==> src/rtl/branch_resolve_if.sv <==
// branch_resolve_if: D-stage branch request, prediction lookup, resolved
// PC-select/flush outputs and statistics counters of the branch-resolution
// unit. WIDTH and CNT_W must match the parameters of the attached
// branch_resolve instance.
interface branch_resolve_if #(
    parameter int WIDTH = 32,
    parameter int CNT_W = 32
);
    logic             valid_in;
    logic             stall_in;
    logic [3:0]       op;
    logic [WIDTH-1:0] pc;
    logic [WIDTH-1:0] rs;
    logic [WIDTH-1:0] rt;
    logic [WIDTH-1:0] lookup_pc;
    logic             clr_stats;
    logic             predict_taken;
    logic             out_valid;
    logic [2:0]       pc_sel;
    logic             flush;
    logic             mispredict;
    logic [CNT_W-1:0] branch_cnt;
    logic [CNT_W-1:0] mispredict_cnt;

    // D stage / pipeline control side
    modport master (
        output valid_in, stall_in, op, pc, rs, rt, lookup_pc, clr_stats,
        input  predict_taken, out_valid, pc_sel, flush, mispredict,
               branch_cnt, mispredict_cnt
    );

    // Branch-resolution unit side
    modport slave (
        input  valid_in, stall_in, op, pc, rs, rt, lookup_pc, clr_stats,
        output predict_taken, out_valid, pc_sel, flush, mispredict,
               branch_cnt, mispredict_cnt
    );
endinterface

==> src/rtl/branch_resolve.sv <==
// branch_resolve: resolves P5 D-stage branches/jumps, registers the PC-select,
// flush and mispredict decision one cycle later, trains a table of 2-bit
// saturating counters and keeps saturating branch/mispredict statistics.
// Optional feature macro: BRANCH_PRED_EN. When undefined no predictor table
// exists, prediction is static not-taken, so every taken conditional op is
// reported as a mispredict.
module branch_resolve #(
    parameter int WIDTH     = 32,
    parameter int BHT_DEPTH = 16,
    parameter int CNT_W     = 32
) (
    input  logic           clk,
    input  logic           reset,
    branch_resolve_if.slave bus
);
    localparam int IW = $clog2(BHT_DEPTH);

    localparam logic [3:0] OP_BEQ  = 4'd1;
    localparam logic [3:0] OP_J    = 4'd2;
    localparam logic [3:0] OP_JR   = 4'd3;
    localparam logic [3:0] OP_BEQL = 4'd4;
    localparam logic [3:0] OP_BNE  = 4'd5;
    localparam logic [3:0] OP_BLEZ = 4'd6;
    localparam logic [3:0] OP_BGTZ = 4'd7;
    localparam logic [3:0] OP_BLTZ = 4'd8;
    localparam logic [3:0] OP_BGEZ = 4'd9;

    localparam logic [2:0] SEL_SEQ = 3'b000;
    localparam logic [2:0] SEL_BR  = 3'b001;
    localparam logic [2:0] SEL_J   = 3'b010;
    localparam logic [2:0] SEL_JR  = 3'b011;

    // Step a 2-bit predictor counter towards taken or not-taken, saturating.
    function automatic logic [1:0] sat2_next(input logic [1:0] cur, input logic up);
        logic [1:0] nxt;
        nxt = cur;
        if (up) begin
            if (cur != 2'b11) nxt = cur + 2'b01;
            else              nxt = cur;
        end else begin
            if (cur != 2'b00) nxt = cur - 2'b01;
            else              nxt = cur;
        end
        return nxt;
    endfunction

    // Increment a statistics counter, holding at all-ones instead of wrapping.
    function automatic logic [CNT_W-1:0] stat_next(input logic [CNT_W-1:0] cur, input logic inc);
        logic [CNT_W-1:0] nxt;
        nxt = cur;
        if (inc && (cur != {CNT_W{1'b1}})) nxt = cur + {{(CNT_W-1){1'b0}}, 1'b1};
        else                               nxt = cur;
        return nxt;
    endfunction

    logic             rs_eq_rt_s;
    logic             rs_neg_s;
    logic             rs_zero_s;
    logic             op_ok_s;
    logic             cond_s;
    logic             taken_s;
    logic             accept_s;
    logic             upd_s;
    logic             flush_s;
    logic             pred_bit_s;
    logic             mispredict_s;
    logic [2:0]       jump_sel_s;
    logic [2:0]       pc_sel_s;

    logic             out_valid_r;
    logic [2:0]       pc_sel_r;
    logic             flush_r;
    logic             mispredict_r;
    logic [CNT_W-1:0] branch_cnt_r;
    logic [CNT_W-1:0] mispredict_cnt_r;

    // Operand relations shared by all conditional ops (rt only matters for eq/ne)
    always_comb begin
        rs_eq_rt_s = (bus.rs == bus.rt);
        rs_neg_s   = bus.rs[WIDTH-1];
        rs_zero_s  = (bus.rs == {WIDTH{1'b0}});
    end

    // Decode the op class, evaluate the taken condition and choose the PC source
    always_comb begin
        op_ok_s    = 1'b1;
        cond_s     = 1'b0;
        taken_s    = 1'b0;
        jump_sel_s = SEL_SEQ;
        case (bus.op)
            OP_BEQ:  begin cond_s = 1'b1; taken_s = rs_eq_rt_s;             end
            OP_J:    begin jump_sel_s = SEL_J;                               end
            OP_JR:   begin jump_sel_s = SEL_JR;                              end
            OP_BEQL: begin cond_s = 1'b1; taken_s = rs_eq_rt_s;             end
            OP_BNE:  begin cond_s = 1'b1; taken_s = !rs_eq_rt_s;            end
            OP_BLEZ: begin cond_s = 1'b1; taken_s = rs_neg_s || rs_zero_s;  end
            OP_BGTZ: begin cond_s = 1'b1; taken_s = !rs_neg_s && !rs_zero_s; end
            OP_BLTZ: begin cond_s = 1'b1; taken_s = rs_neg_s;               end
            OP_BGEZ: begin cond_s = 1'b1; taken_s = !rs_neg_s;              end
            default: begin op_ok_s = 1'b0;                                   end
        endcase

        accept_s = bus.valid_in && !bus.stall_in && op_ok_s;
        upd_s    = accept_s && cond_s;

        if (!accept_s) begin
            pc_sel_s = SEL_SEQ;
        end else if (cond_s) begin
            pc_sel_s = taken_s ? SEL_BR : SEL_SEQ;
        end else begin
            pc_sel_s = jump_sel_s;
        end

        // Likely branches squash the delay slot only when they fall through
        flush_s      = accept_s && (bus.op == OP_BEQL) && !taken_s;
        mispredict_s = upd_s && (pred_bit_s != taken_s);
    end

`ifdef BRANCH_PRED_EN
    logic [1:0]    bht_r [BHT_DEPTH];
    logic [IW-1:0] upd_idx_s;
    logic [IW-1:0] lk_idx_s;
    logic          unused_pc_bits_s;

    assign upd_idx_s          = bus.pc[IW+1:2];
    assign lk_idx_s           = bus.lookup_pc[IW+1:2];
    assign pred_bit_s         = bht_r[upd_idx_s][1];
    // The table is read before the edge, so a same-cycle update is not visible
    assign bus.predict_taken  = bht_r[lk_idx_s][1];
    assign unused_pc_bits_s   = ^{bus.pc[WIDTH-1:IW+2], bus.pc[1:0],
                                  bus.lookup_pc[WIDTH-1:IW+2], bus.lookup_pc[1:0]};

    // Train the counter of the resolved conditional branch
    always_ff @(posedge clk or posedge reset) begin
        if (reset) begin
            for (int i = 0; i < BHT_DEPTH; i++) bht_r[i] <= 2'b01;
        end else if (upd_s) begin
            bht_r[upd_idx_s] <= sat2_next(bht_r[upd_idx_s], taken_s);
        end
    end
`else
    logic unused_pc_bits_s;

    assign pred_bit_s        = 1'b0;
    assign bus.predict_taken = 1'b0;
    assign unused_pc_bits_s  = ^{bus.pc, bus.lookup_pc};
`endif

    // Register the resolution; nothing is held across idle or stalled cycles
    always_ff @(posedge clk or posedge reset) begin
        if (reset) begin
            out_valid_r  <= 1'b0;
            pc_sel_r     <= SEL_SEQ;
            flush_r      <= 1'b0;
            mispredict_r <= 1'b0;
        end else begin
            out_valid_r  <= accept_s;
            pc_sel_r     <= pc_sel_s;
            flush_r      <= flush_s;
            mispredict_r <= mispredict_s;
        end
    end

    // Saturating statistics; a clear request wins over a same-cycle increment
    always_ff @(posedge clk or posedge reset) begin
        if (reset) begin
            branch_cnt_r     <= {CNT_W{1'b0}};
            mispredict_cnt_r <= {CNT_W{1'b0}};
        end else if (bus.clr_stats) begin
            branch_cnt_r     <= {CNT_W{1'b0}};
            mispredict_cnt_r <= {CNT_W{1'b0}};
        end else begin
            branch_cnt_r     <= stat_next(branch_cnt_r, upd_s);
            mispredict_cnt_r <= stat_next(mispredict_cnt_r, mispredict_s);
        end
    end

    assign bus.out_valid      = out_valid_r;
    assign bus.pc_sel         = pc_sel_r;
    assign bus.flush          = flush_r;
    assign bus.mispredict     = mispredict_r;
    assign bus.branch_cnt     = branch_cnt_r;
    assign bus.mispredict_cnt = mispredict_cnt_r;
endmodule

==> src/flat_wrapper.sv <==
// flat-port wrapper written by rule: the top's interface ports become plain ports
module branch_resolve_flat 
#(
    parameter int WIDTH     = 32,
    parameter int BHT_DEPTH = 16,
    parameter int CNT_W     = 32
)
  (clk, reset, bus_valid_in, bus_stall_in, bus_op, bus_pc, bus_rs, bus_rt, bus_lookup_pc, bus_clr_stats, bus_predict_taken, bus_out_valid, bus_pc_sel, bus_flush, bus_mispredict, bus_branch_cnt, bus_mispredict_cnt);
  branch_resolve_if #(.WIDTH(WIDTH), .CNT_W(CNT_W)) bus_i ();
  input  logic clk;
  input  logic reset;
  input wire logic [$bits(bus_i.valid_in)-1:0] bus_valid_in;
  input wire logic [$bits(bus_i.stall_in)-1:0] bus_stall_in;
  input wire logic [$bits(bus_i.op)-1:0] bus_op;
  input wire logic [$bits(bus_i.pc)-1:0] bus_pc;
  input wire logic [$bits(bus_i.rs)-1:0] bus_rs;
  input wire logic [$bits(bus_i.rt)-1:0] bus_rt;
  input wire logic [$bits(bus_i.lookup_pc)-1:0] bus_lookup_pc;
  input wire logic [$bits(bus_i.clr_stats)-1:0] bus_clr_stats;
  output wire logic [$bits(bus_i.predict_taken)-1:0] bus_predict_taken;
  output wire logic [$bits(bus_i.out_valid)-1:0] bus_out_valid;
  output wire logic [$bits(bus_i.pc_sel)-1:0] bus_pc_sel;
  output wire logic [$bits(bus_i.flush)-1:0] bus_flush;
  output wire logic [$bits(bus_i.mispredict)-1:0] bus_mispredict;
  output wire logic [$bits(bus_i.branch_cnt)-1:0] bus_branch_cnt;
  output wire logic [$bits(bus_i.mispredict_cnt)-1:0] bus_mispredict_cnt;
  assign bus_i.valid_in = bus_valid_in;
  assign bus_i.stall_in = bus_stall_in;
  assign bus_i.op = bus_op;
  assign bus_i.pc = bus_pc;
  assign bus_i.rs = bus_rs;
  assign bus_i.rt = bus_rt;
  assign bus_i.lookup_pc = bus_lookup_pc;
  assign bus_i.clr_stats = bus_clr_stats;
  assign bus_predict_taken = bus_i.predict_taken;
  assign bus_out_valid = bus_i.out_valid;
  assign bus_pc_sel = bus_i.pc_sel;
  assign bus_flush = bus_i.flush;
  assign bus_mispredict = bus_i.mispredict;
  assign bus_branch_cnt = bus_i.branch_cnt;
  assign bus_mispredict_cnt = bus_i.mispredict_cnt;
  branch_resolve #(.WIDTH(WIDTH), .BHT_DEPTH(BHT_DEPTH), .CNT_W(CNT_W)) u_core (.clk(clk), .reset(reset), .bus(bus_i));
endmodule
==> config.mk <==
export PLATFORM = sky130hd
export DESIGN_NAME = branch_resolve_flat
export DESIGN_NICKNAME = d
export VERILOG_FILES = /design/src/rtl/branch_resolve_if.sv /design/src/rtl/branch_resolve.sv /design/src/flat_wrapper.sv
export SDC_FILE = /design/constraint.sdc
export NUM_CORES = 1
export LEC_CHECK = 0
export CORE_MARGIN = 10
export CORE_UTILIZATION = 40
export CTS_BUF_LIST = sky130_fd_sc_hd__clkbuf_16
export DETAILED_ROUTE_END_ITERATION = 8
export DONT_BUFFER_PORTS = 1
export HOLD_SLACK_MARGIN = 0.06
export PLACE_DENSITY_LB_ADDON = 0.3
export SLEW_MARGIN = 5
export SYNTH_ARGS = -nofsm -noshare
export SYNTH_HDL_FRONTEND = slang
export SYNTH_SLANG_ARGS = --single-unit
==> constraint.sdc <==
create_clock -name clk -period 2.35 [get_ports clk]
set_input_delay 0.47 -clock clk [delete_from_list [all_inputs] [get_ports clk]]
set_output_delay 0.47 -clock clk [all_outputs]
set_load 0.005 [all_outputs]
==> qor.csv, run 1 <==
metric;value;unit
clock-sinks;69;
switching_share;21.5;%
fp-row-count;37;
dpl_cell_area;4610;sq um
n_antenna_cell;0;
final_nets;636;
grt-ovfl-total;0;
worstRegToRegCells;8;
fin_util;50.8;%
htree_levels;3;
dieArea;15300;sq um
post-route-min-period;2350;ps
final_antenna_net_count;0;
setup_viol;0;
netlist_area;4310;sq um
wl_per_cell;20.8;um
clk_path_buf_depth;2;
track_usage;15.7;%
worstSetupPathType;in2reg;
skew;9.88;ps
dp_hpwl;8990;um
rrSetupSlack;160;ps
fmax;426;MHz
power.share.clock;52.2;%
drtIter0Drc;281;
status;finished clean;
clock_latency;330;ps
cts-buffers-inserted;9;
maxCapViolCount;0;
synth_largest_area_cell;dfrtp_1;
synthDistinctLibCells;58;
cts_root_buf;clkbuf_16;
power.density;525;nW/um^2
ys.flop_type;dfrtp_1;
synth-edff-count;0;
synth_cells;464;
gp_congestion;0.923;
cts_tree;done;
rsz0062_at_grt;true;
r2r-start;u_core.bus.branch_cnt[4]$_DFFE_PP0P_;
die_y;124;um
yosysTopAreaCellShare;40.1;%
reg2reg_to;u_core.bus.branch_cnt[20]$_DFFE_PP0P_;
grt_first_pass_wirelength;19200;um
clk_pin_slew;60;ps
drive_above_1_share;24.5;%
ys.warnings.count;0;
path_max_fanout;6;
synth_area_leaders;dfrtp_1, xor2_1, or4_1;
synth.avg_cell_area;9.29;sq um
dr.pass1.iters;5;
ys_seq_area_share;40.1;%
p_leak;2.18;nW
drt_wl_total;13200;um
pwr-share-comb;4.7;%
antenna_found_initial;0;
io_pins;208;
initial_utilization;41.4;%
fin_crit_sh;99.9;%
ys_ff_latch;69;
worstSetupEndpointType;flip-flop;
vias;3799;
required;2600;ps
finalHoldViolations;0;
ir_drop;0.421;mV
p_int;2.18;mW
async_reset_ff_share;100;%
grt_pass1_vias;3703;
tns;0;ps
port_buffers;0;
crit_arrival;2600;ps
slew_viol_final;0;
startpoint_type;input port;
min_path_type;in2async;
via_per_inst;5.95;
p_sw;0.597;mW
power.total;2.77;mW
die_w;124;um
drc;0;
core_area;10400;sq um
p_seq_share;43.1;%
ctsHoldBuffers;0;
grt_max_degree;70;
area_growth;22.7;%
final_area;5290;sq um
## per-layer routing
metal,track usage [%],vias to the layer above,part of all wire [%]
li1,-,1778,-
met1,17.5,1855,37
met2,26.0,149,50
met3,7.87,17,11
met4,4.08,0,1.4
met5,0,-,0
## worst max path at each step
stage               startpoint  slack, ps                                        end  cells past startpoint
floorplan           bus_rs[24]         20   u_core.bus.mispredict_cnt[5]$_DFFE_PP0P_                      8
global placement     bus_rs[7]       -340   u_core.bus.mispredict_cnt[5]$_DFFE_PP0P_                      8
detailed placement   bus_rs[6]       -370   u_core.bus.mispredict_cnt[5]$_DFFE_PP0P_                      8
CTS                 bus_rs[15]         20   u_core.bus.mispredict_cnt[5]$_DFFE_PP0P_                      9
global route        bus_rs[15]        -60   u_core.bus.mispredict_cnt[9]$_DFFE_PP0P_                     10
finish               bus_rs[6]          2  u_core.bus.mispredict_cnt[10]$_DFFE_PP0P_                      9
## power groups by stage
stage | Combinational (mW) | Sequential, mW | Clock, mW
6_report | 0.131 | 1.20 | 1.45
2_1_floorplan | 0.113 | 1.22 | 0
5_1_grt | 0.145 | 1.20 | 1.52
4_1_cts | 0.119 | 1.20 | 1.47
3_5_place_dp | 0.118 | 1.22 | 0
3_3_place_gp | 0.116 | 1.22 | 0
## cell usage after synthesis, drive strengths merged (2+ instances only)
library cell / count
dfrtp: 69
xor2: 57
nor2: 43
a21oi: 34
nand3: 33
nand2: 29
o31ai: 24
or4: 24
nand4: 20
and3: 19
nor4: 19
clkbuf: 17
and4: 10
buf: 10
nor3: 5
or3: 5
inv: 4
o21ai: 4
xnor2: 4
and2: 3
mux2: 3
nor2b: 3
o41ai: 3
ha: 2
nand4b: 2
## registers in the layout, indices dropped and copies added, names as in the netlist
name and count:
u_core.bus.flush 1, u_core.bus.mispredict 1, u_core.bus.mispredict_cnt 32, u_core.bus.pc_sel 2, u_core.bus.branch_cnt 32, u_core.bus.out_valid 1
## stage by stage
stage                     setup slack [ps]  hold slack [ps]  std cells
after floorplan                       18.4              540        465
after global placement                -345              472        610
after detailed placement              -370              476        610
after CTS                             20.1              125        626
after global routing                 -60.6              149        638
final                                 1.91             99.6        638
## area by class of cell
type | count | area (sq um)
fillers | 951 | 5130
well taps | 136 | 170
clock buffers | 9 | 225
clock inverters | 7 | 88.8
flip-flops and latches | 69 | 1730
multi-input cells | 363 | 2570
inverters | 4 | 15.0
repair buffers | 50 | 489
## cells in the final DEF, fill, tap and decap left out, types with 3 or more instances in the layout
cell	count
nand3_1	33
nor2b_1	3
buf_12	4
nor2_1	42
nor3_1	3
or3_1	4
xnor2_1	4
clkbuf_16	12
and3_1	13
nor4_1	13
buf_4	40
nor4_4	5
or4_4	17
buf_6	3
and2_1	3
or4_1	7
nand4_1	20
a21oi_2	19
dfrtp_1	69
xor2_1	57
o31ai_1	23
nand2_1	29
and4_1	10
o41ai_1	3
a21oi_1	15
and3_2	6
## cell families (layout without fill, tap and decap cells)
| group | Yosys count | in the layout | share of synthesized area (%) |
|---|---|---|---|
| simple gates | 222 | 222 | 29.8 |
| other cells | 1 | 2 | 0.0870 |
| buf+inv | 33 | 70 | 5.26 |
| flops | 69 | 69 | 40.1 |
| mux | 4 | 4 | 1.02 |
| xor+xnor | 61 | 61 | 12.4 |
| fa+ha+maj | 2 | 2 | 0.581 |
| compound gates | 72 | 72 | 10.8 |
## critical path, stage by stage
cell and delay, ps:
nor4_4 270, nand4_1 190, or3_1 400, a21oi_2 210
o31ai_4 130, buf_12 160, clkbuf_16 150, or4_1 470
a21oi_1 140
## what timing repair did
item                       4_1_cts  5_1_grt
gates resized for setup          1       44
pin swaps                        0       29
setup endpoints to repair        6       31
setup buffers                    0        6
gates cloned                     0        6
No activity file was read; power rests on OpenSTA's default activity.
==> inputs of run 2 (changes only) <==
--- a/config.mk
+++ b/config.mk
@@ -8,6 +8,7 @@
 export CORE_MARGIN = 10
 export CORE_UTILIZATION = 40
 export CTS_BUF_LIST = sky130_fd_sc_hd__clkbuf_16
+export CTS_CLUSTER_DIAMETER = 80
 export DETAILED_ROUTE_END_ITERATION = 8
 export DONT_BUFFER_PORTS = 1
 export HOLD_SLACK_MARGIN = 0.06
==> constraint.sdc (replaced) <==
create_clock -name clk -period 2.6 [get_ports clk]
set_input_delay 0.52 -clock clk [delete_from_list [all_inputs] [get_ports clk]]
set_output_delay 0.52 -clock clk [all_outputs]
set_load 0.005 [all_outputs]
==> run 2 against run 1 <==
Compared with the run above:
- first-iteration DRC count grew 13%
- non-clock buffer count down 25
- total power is 13% lower
- critical path depth down 1
- die area unchanged
- hold slack improved by 21 ps
==> qor.csv, run 2 (synthesis gave the netlist of run 1 again) <==
metric;value;unit;change
initial_utilization;41.4;%;unchanged
status;finished clean;;unchanged
p_int;1.87;mW;was 2.18 mW
grt-ovfl-total;0;;unchanged
min_path_type;in2async;;unchanged
power.density;504;nW/um^2;was 525 nW/um^2
multi_input_area;2370;sq um;was 2570 sq um
critPathSlowestCell;or4_1;;unchanged
dieArea;15300;sq um;unchanged
fin_util;46.0;%;was 50.8%
worstRegToRegCells;7;;was 8
clk_path_buf_depth;2;;unchanged
tightest_slew;562;ps;
cts-resized-gates;0;;was 1
io_pins;208;;unchanged
seqCellArea;1730;sq um;unchanged
htree_levels;3;;unchanged
cts_root_buf;clkbuf_16;;unchanged
drt_wl_total;12200;um;was 13,200 um
n_antenna_cell;0;;unchanged
finalHoldViolations;0;;unchanged
startpoint_type;input port;;unchanged
dp_hpwl;9130;um;was 8990 um
place_inst;597;;was 610
fin_crit_sh;93.1;%;
worstSetupPathType;in2reg;;unchanged
clock_latency;330;ps;about the same
worstSetupEndpointType;flip-flop;;unchanged
final_antenna_net_count;0;;unchanged
power.share.clock;51.0;%;was 52.2%
setup_viol;0;;unchanged
crit_arrival;2670;ps;was 2600 ps
antenna_found_initial;0;;unchanged
clock-sinks;69;;unchanged
grt_max_degree;68;;was 70
fmax;413;MHz;
die_w;124;um;unchanged
port_buffers;0;;unchanged
rrSetupSlack;210;ps;was 160 ps
slew_viol_final;0;;unchanged
rsz0062_at_grt;false;;was true
ir_drop;0.288;mV;was 0.421 mV
slowest_delay;480;ps;was 470 ps
switching_share;22.7;%;was 21.5%
layout_common_cells;dfrtp_1, xor2_1, nor2_1, nand3_1, a21oi_1;;was dfrtp_1, xor2_1, nor2_1, buf_4, nand3_1
p_leak;1.96;nW;was 2.18 nW
dr.pass1.iters;6;;was 5
drive_above_1_share;12.2;%;was 24.5%
die_y;124;um;unchanged
track_usage;15.9;%;was 15.7%
fp-row-count;37;;unchanged
grt_first_pass_wirelength;19600;um;was 19,200 um
p_sw;0.548;mW;was 0.597 mW
skew;8.43;ps;was 9.88 ps
worstPathCellList;nor4_1, nand4_1, or3_1, a21oi_2, o31ai_4, buf_12, or4_1, a21oi_1;;was nor4_4, nand4_1, or3_1, a21oi_2, o31ai_4, buf_12, clkbuf_16, or4_1, a21oi_1
via_per_inst;5.97;;was 5.95
drtIter0Drc;317;;was 281
clk_pin_slew;60;ps;about the same
tns;0;ps;unchanged
gp_congestion;0.913;;was 0.923
final_area;4790;sq um;was 5290 sq um
ctsHoldBuffers;0;;unchanged
postCtsSetupBuffers;0;;unchanged
dpl_cell_area;4490;sq um;was 4610 sq um
fill_cells;1011;;was 951
required;2850;ps;was 2600 ps
post-route-min-period;2420;ps;
grt_pass1_vias;3692;;was 3,703
p_seq_share;44.7;%;was 43.1%
stdcell_count;613;;was 638
area_growth;11.3;%;was 22.7%
cts_tree;done;;unchanged
drc;0;;unchanged
maxCapViolCount;0;;unchanged
relSlewSlack;62.5;%;
wl_per_cell;19.9;um;was 20.8 um
cts-buffers-inserted;9;;unchanged
final_nets;611;;was 636
core_area;10400;sq um;unchanged
pwr-share-comb;4.2;%;was 4.7%
layout_commonest_cell;dfrtp_1;;unchanged
path_max_fanout;35;;was 6
vias;3658;;was 3,799
-- run 2: area by class of cell --
| type | count | share of cell area [%] |
|---|---|---|
| clock buffer | 9 | 4.70 |
| clock inverter | 7 | 1.59 |
| inverter | 4 | 0.313 |
| multi-input combinational | 363 | 49.4 |
| sequential | 69 | 36.0 |
| tap | 136 | 3.55 |
| timing repair buffer | 25 | 4.44 |
-- run 2: final timing paths --
path / from / to
max: bus_rs[7] / u_core.bus.mispredict_cnt[9]$_DFFE_PP0P_
min: reset / u_core.bus.mispredict_cnt[13]$_DFFE_PP0P_
max reg2reg: u_core.bus.mispredict_cnt[8]$_DFFE_PP0P_ / u_core.bus.mispredict_cnt[7]$_DFFE_PP0P_
min reg2reg: u_core.bus.mispredict_cnt[30]$_DFFE_PP0P_ / u_core.bus.mispredict_cnt[30]$_DFFE_PP0P_
max in group asynchronous: reset / u_core.bus.branch_cnt[4]$_DFFE_PP0P_
min in group clk: bus_clr_stats / u_core.bus.mispredict_cnt[24]$_DFFE_PP0P_
-- run 2: worst max-delay path, delay by kind of cell --
family | cells | cell delay (ps)
compound gates | 3 | 540
simple gates | 4 | 1420
buf+inv | 1 | 190
-- run 2: layer usage --
| layer | up-vias | wire, um | track usage (%) |
|---|---|---|---|
| met3 | 6 | 1470 | 8.69 |
| li1 | 1735 | - | - |
| met4 | 0 | 44 | 3.28 |
| met2 | 115 | 5960 | 26.1 |
| met5 | - | 0 | 0 |
| met1 | 1802 | 4700 | 18.0 |
-- run 2: stage by stage --
stage	setup slack, ps	power (mW)	hold WS (ps)
3_3_place_gp	-119	1.20	494
6_report	180	2.41	121
5_1_grt	2.73	2.51	166
2_1_floorplan	186	1.20	540
3_5_place_dp	-157	1.20	497
4_1_cts	169	2.45	140
-- run 2: power by group through the flow --
stage / sequential (mW) / combinational, mW / clock (mW)
after global placement: 1.10 / 0.101 / 0
final: 1.08 / 0.102 / 1.23
after global routing: 1.08 / 0.117 / 1.31
after detailed placement: 1.10 / 0.104 / 0
after floorplan: 1.10 / 0.102 / 0
after CTS: 1.08 / 0.104 / 1.27
==> inputs of run 3 (changes only) <==
--- a/config.mk
+++ b/config.mk
@@ -6,12 +6,13 @@
 export NUM_CORES = 1
 export LEC_CHECK = 0
 export CORE_MARGIN = 10
-export CORE_UTILIZATION = 40
+export CORE_UTILIZATION = 45
 export CTS_BUF_LIST = sky130_fd_sc_hd__clkbuf_16
 export CTS_CLUSTER_DIAMETER = 80
 export DETAILED_ROUTE_END_ITERATION = 8
 export DONT_BUFFER_PORTS = 1
 export HOLD_SLACK_MARGIN = 0.06
+export MAX_ROUTING_LAYER = met4
 export PLACE_DENSITY_LB_ADDON = 0.3
 export SLEW_MARGIN = 5
 export SYNTH_ARGS = -nofsm -noshare
==> run 3 against run 2 <==
Compared with the run above:
- die area fell by 9.4%
- final cell count is 0.98% lower
- total power is 4.3% higher
- fmax grew 1.8%
- clock-buffer cell count is the same
- clock skew down 1.3 ps
- clock power rose by 9%
- routed wire length shrank 1.1%
- design area grew 0.78%
- critical path type unchanged
- critical endpoint is now u_core.bus.mispredict_cnt[27]$_DFFE_PP0P_
==> qor.csv, run 3 (synthesis gave the netlist of run 1 again) <==
metric;value;unit;change
status;finished clean;;unchanged
initial_utilization;46.4;%;was 41.4%
clk_path_buf_depth;2;;unchanged
track_usage;17.2;%;was 15.9%
clock-sinks;69;;unchanged
htree_levels;3;;unchanged
startpoint_type;input port;;unchanged
worstSetupPathType;in2reg;;unchanged
r2r-start;u_core.bus.mispredict_cnt[8]$_DFFE_PP0P_;;unchanged
rrSetupSlack;250;ps;was 210 ps
final_antenna_net_count;0;;unchanged
port_buffers;0;;unchanged
drtIter0Drc;354;;was 317
rsz0062_at_grt;false;;unchanged
dp_slack;-147;ps;was -157 ps
crit_arrival;2640;ps;was 2670 ps
drc;0;;unchanged
required;2860;ps;was 2850 ps
drive_above_1_share;12.6;%;was 12.2%
wl_per_cell;19.8;um;was 19.9 um
power.density;521;nW/um^2;was 504 nW/um^2
die_y;118;um;was 124 um
grt_max_degree;68;;unchanged
critPathLaunch;bus_rs[15];;was bus_rs[7]
grt_pass1_vias;3675;;was 3,692
tns;0;ps;unchanged
path_max_fanout;37;;was 35
drt_wl_total;12000;um;was 12,200 um
post-route-min-period;2380;ps;was 2420 ps
final_nets;612;;was 611
gp_congestion;0.939;;was 0.913
n_antenna_cell;0;;unchanged
vias;3665;;was 3,658
grt_first_pass_wirelength;19400;um;was 19,600 um
cts-buffers-inserted;9;;unchanged
dr.pass1.iters;4;;was 6
maxCapViolCount;0;;unchanged
fmax;421;MHz;was 413 MHz
grt-ovfl-total;0;;unchanged
dieArea;13900;sq um;was 15,300 sq um
cts_tree;done;;unchanged
via_per_inst;6.04;;was 5.97
setup_viol;0;;unchanged
antenna_found_initial;0;;unchanged
postCtsSetupBuffers;0;;unchanged
core_area;9280;sq um;was 10,400 sq um
reg2reg_to;u_core.bus.mispredict_cnt[2]$_DFFE_PP0P_;;was u_core.bus.mispredict_cnt[7]$_DFFE_PP0P_
area_growth;12.1;%;was 11.3%
cp-endpoint;u_core.bus.mispredict_cnt[27]$_DFFE_PP0P_;;was u_core.bus.mispredict_cnt[9]$_DFFE_PP0P_
finalHoldViolations;0;;unchanged
worstRegToRegCells;7;;unchanged
clk_pin_slew;60;ps;about the same
die_w;118;um;was 124 um
cts_root_buf;clkbuf_16;;unchanged
ir_drop;0.361;mV;was 0.288 mV
p_leak;1.99;nW;was 1.96 nW
fp-row-count;35;;was 37
slew_viol_final;0;;unchanged
layout_commonest_cell;dfrtp_1;;unchanged
skew;7.09;ps;was 8.43 ps
worstSetupEndpointType;flip-flop;;unchanged
clock_latency;340;ps;was 330 ps
power.total;2.52;mW;was 2.41 mW
io_pins;208;;unchanged
timing.final.ws_setup;222;ps;was 180 ps
dp_hpwl;9030;um;was 9130 um
fin_crit_sh;91.5;%;was 93.1%
layout_common_cells;dfrtp_1, xor2_1, nor2_1, nand3_1, a21oi_1;;unchanged
min_path_type;in2async;;unchanged
ctsHoldBuffers;0;;unchanged
==> run 3: cell count changes in the layout (fill, tap and decap cells not counted) <==
cell        previous run  this run
a21oi_1               33        32
a21oi_2                1         2
buf_12                 2         3
bufinv_16              1         2
clkinv_4               3         2
clkinvlp_4             2         1
inv_6                  0         1
==> run 3: per-stage QoR <==
step	instance area [sq um]	std cells	hold slack, ps	util (%)
finish	4830	607	162	52.0
floorplan	4310	465	540	-
global route	4830	607	198	52.0
global placement	4500	591	527	48.5
CTS	4830	607	176	52.0
detailed placement	4500	591	533	48.5
==> run 3: cell type report <==
type                            count  area (sq um)
Clock buffer                        9           225
Clock inverter                      7          98.8
Fill cell                         886          4450
Inverter                            4          15.0
Multi-Input combinational cell    363          2370
Sequential cell                    69          1730
Tap cell                          129           161
Timing Repair Buffer               26           233
==> run 3: timing repair <==
action / in CTS / in global routing
endpoints found under the setup margin: 0 / 6
endpoints found under the hold margin: 0 / 0
gates resized for setup: 0 / 1
==> run 3: worst min path at each step <==
stage                                          start                                        to  slack (ps)
2_1_floorplan  u_core.bus.branch_cnt[28]$_DFFE_PP0P_     u_core.bus.branch_cnt[28]$_DFFE_PP0P_         540
5_1_grt                                        reset     u_core.bus.branch_cnt[18]$_DFFE_PP0P_         200
4_1_cts                                        reset     u_core.bus.branch_cnt[18]$_DFFE_PP0P_         180
6_report                                       reset     u_core.bus.branch_cnt[20]$_DFFE_PP0P_         160
3_3_place_gp                                   reset  u_core.bus.mispredict_cnt[5]$_DFFE_PP0P_         530
3_5_place_dp                                   reset     u_core.bus.branch_cnt[23]$_DFFE_PP0P_         530
==> run 3: per-layer routing <==
layer	up-vias	GRT usage, %	wire [um]
li1	1737	-	-
met1	1800	18.3	4610
met2	111	28.3	6070
met3	17	8.30	1200
met4	0	4.40	163
met5	-	-	0
==> run 3: worst max-delay path, stage by stage <==
cell and delay, ps:
nor4_1 330, nand4_1 160, or3_1 410, a21oi_2 230
o31ai_4 150, buf_12 190, or4_1 470, a21oi_1 160
==> run 3: power breakdown <==
group	total (mW)	leakage (nW)	internal (mW)	switching [mW]
clock	1.34	0.156	0.844	0.493
sequential	1.08	0.963	1.08	0.00307
combinational	0.103	0.872	0.0444	0.0584
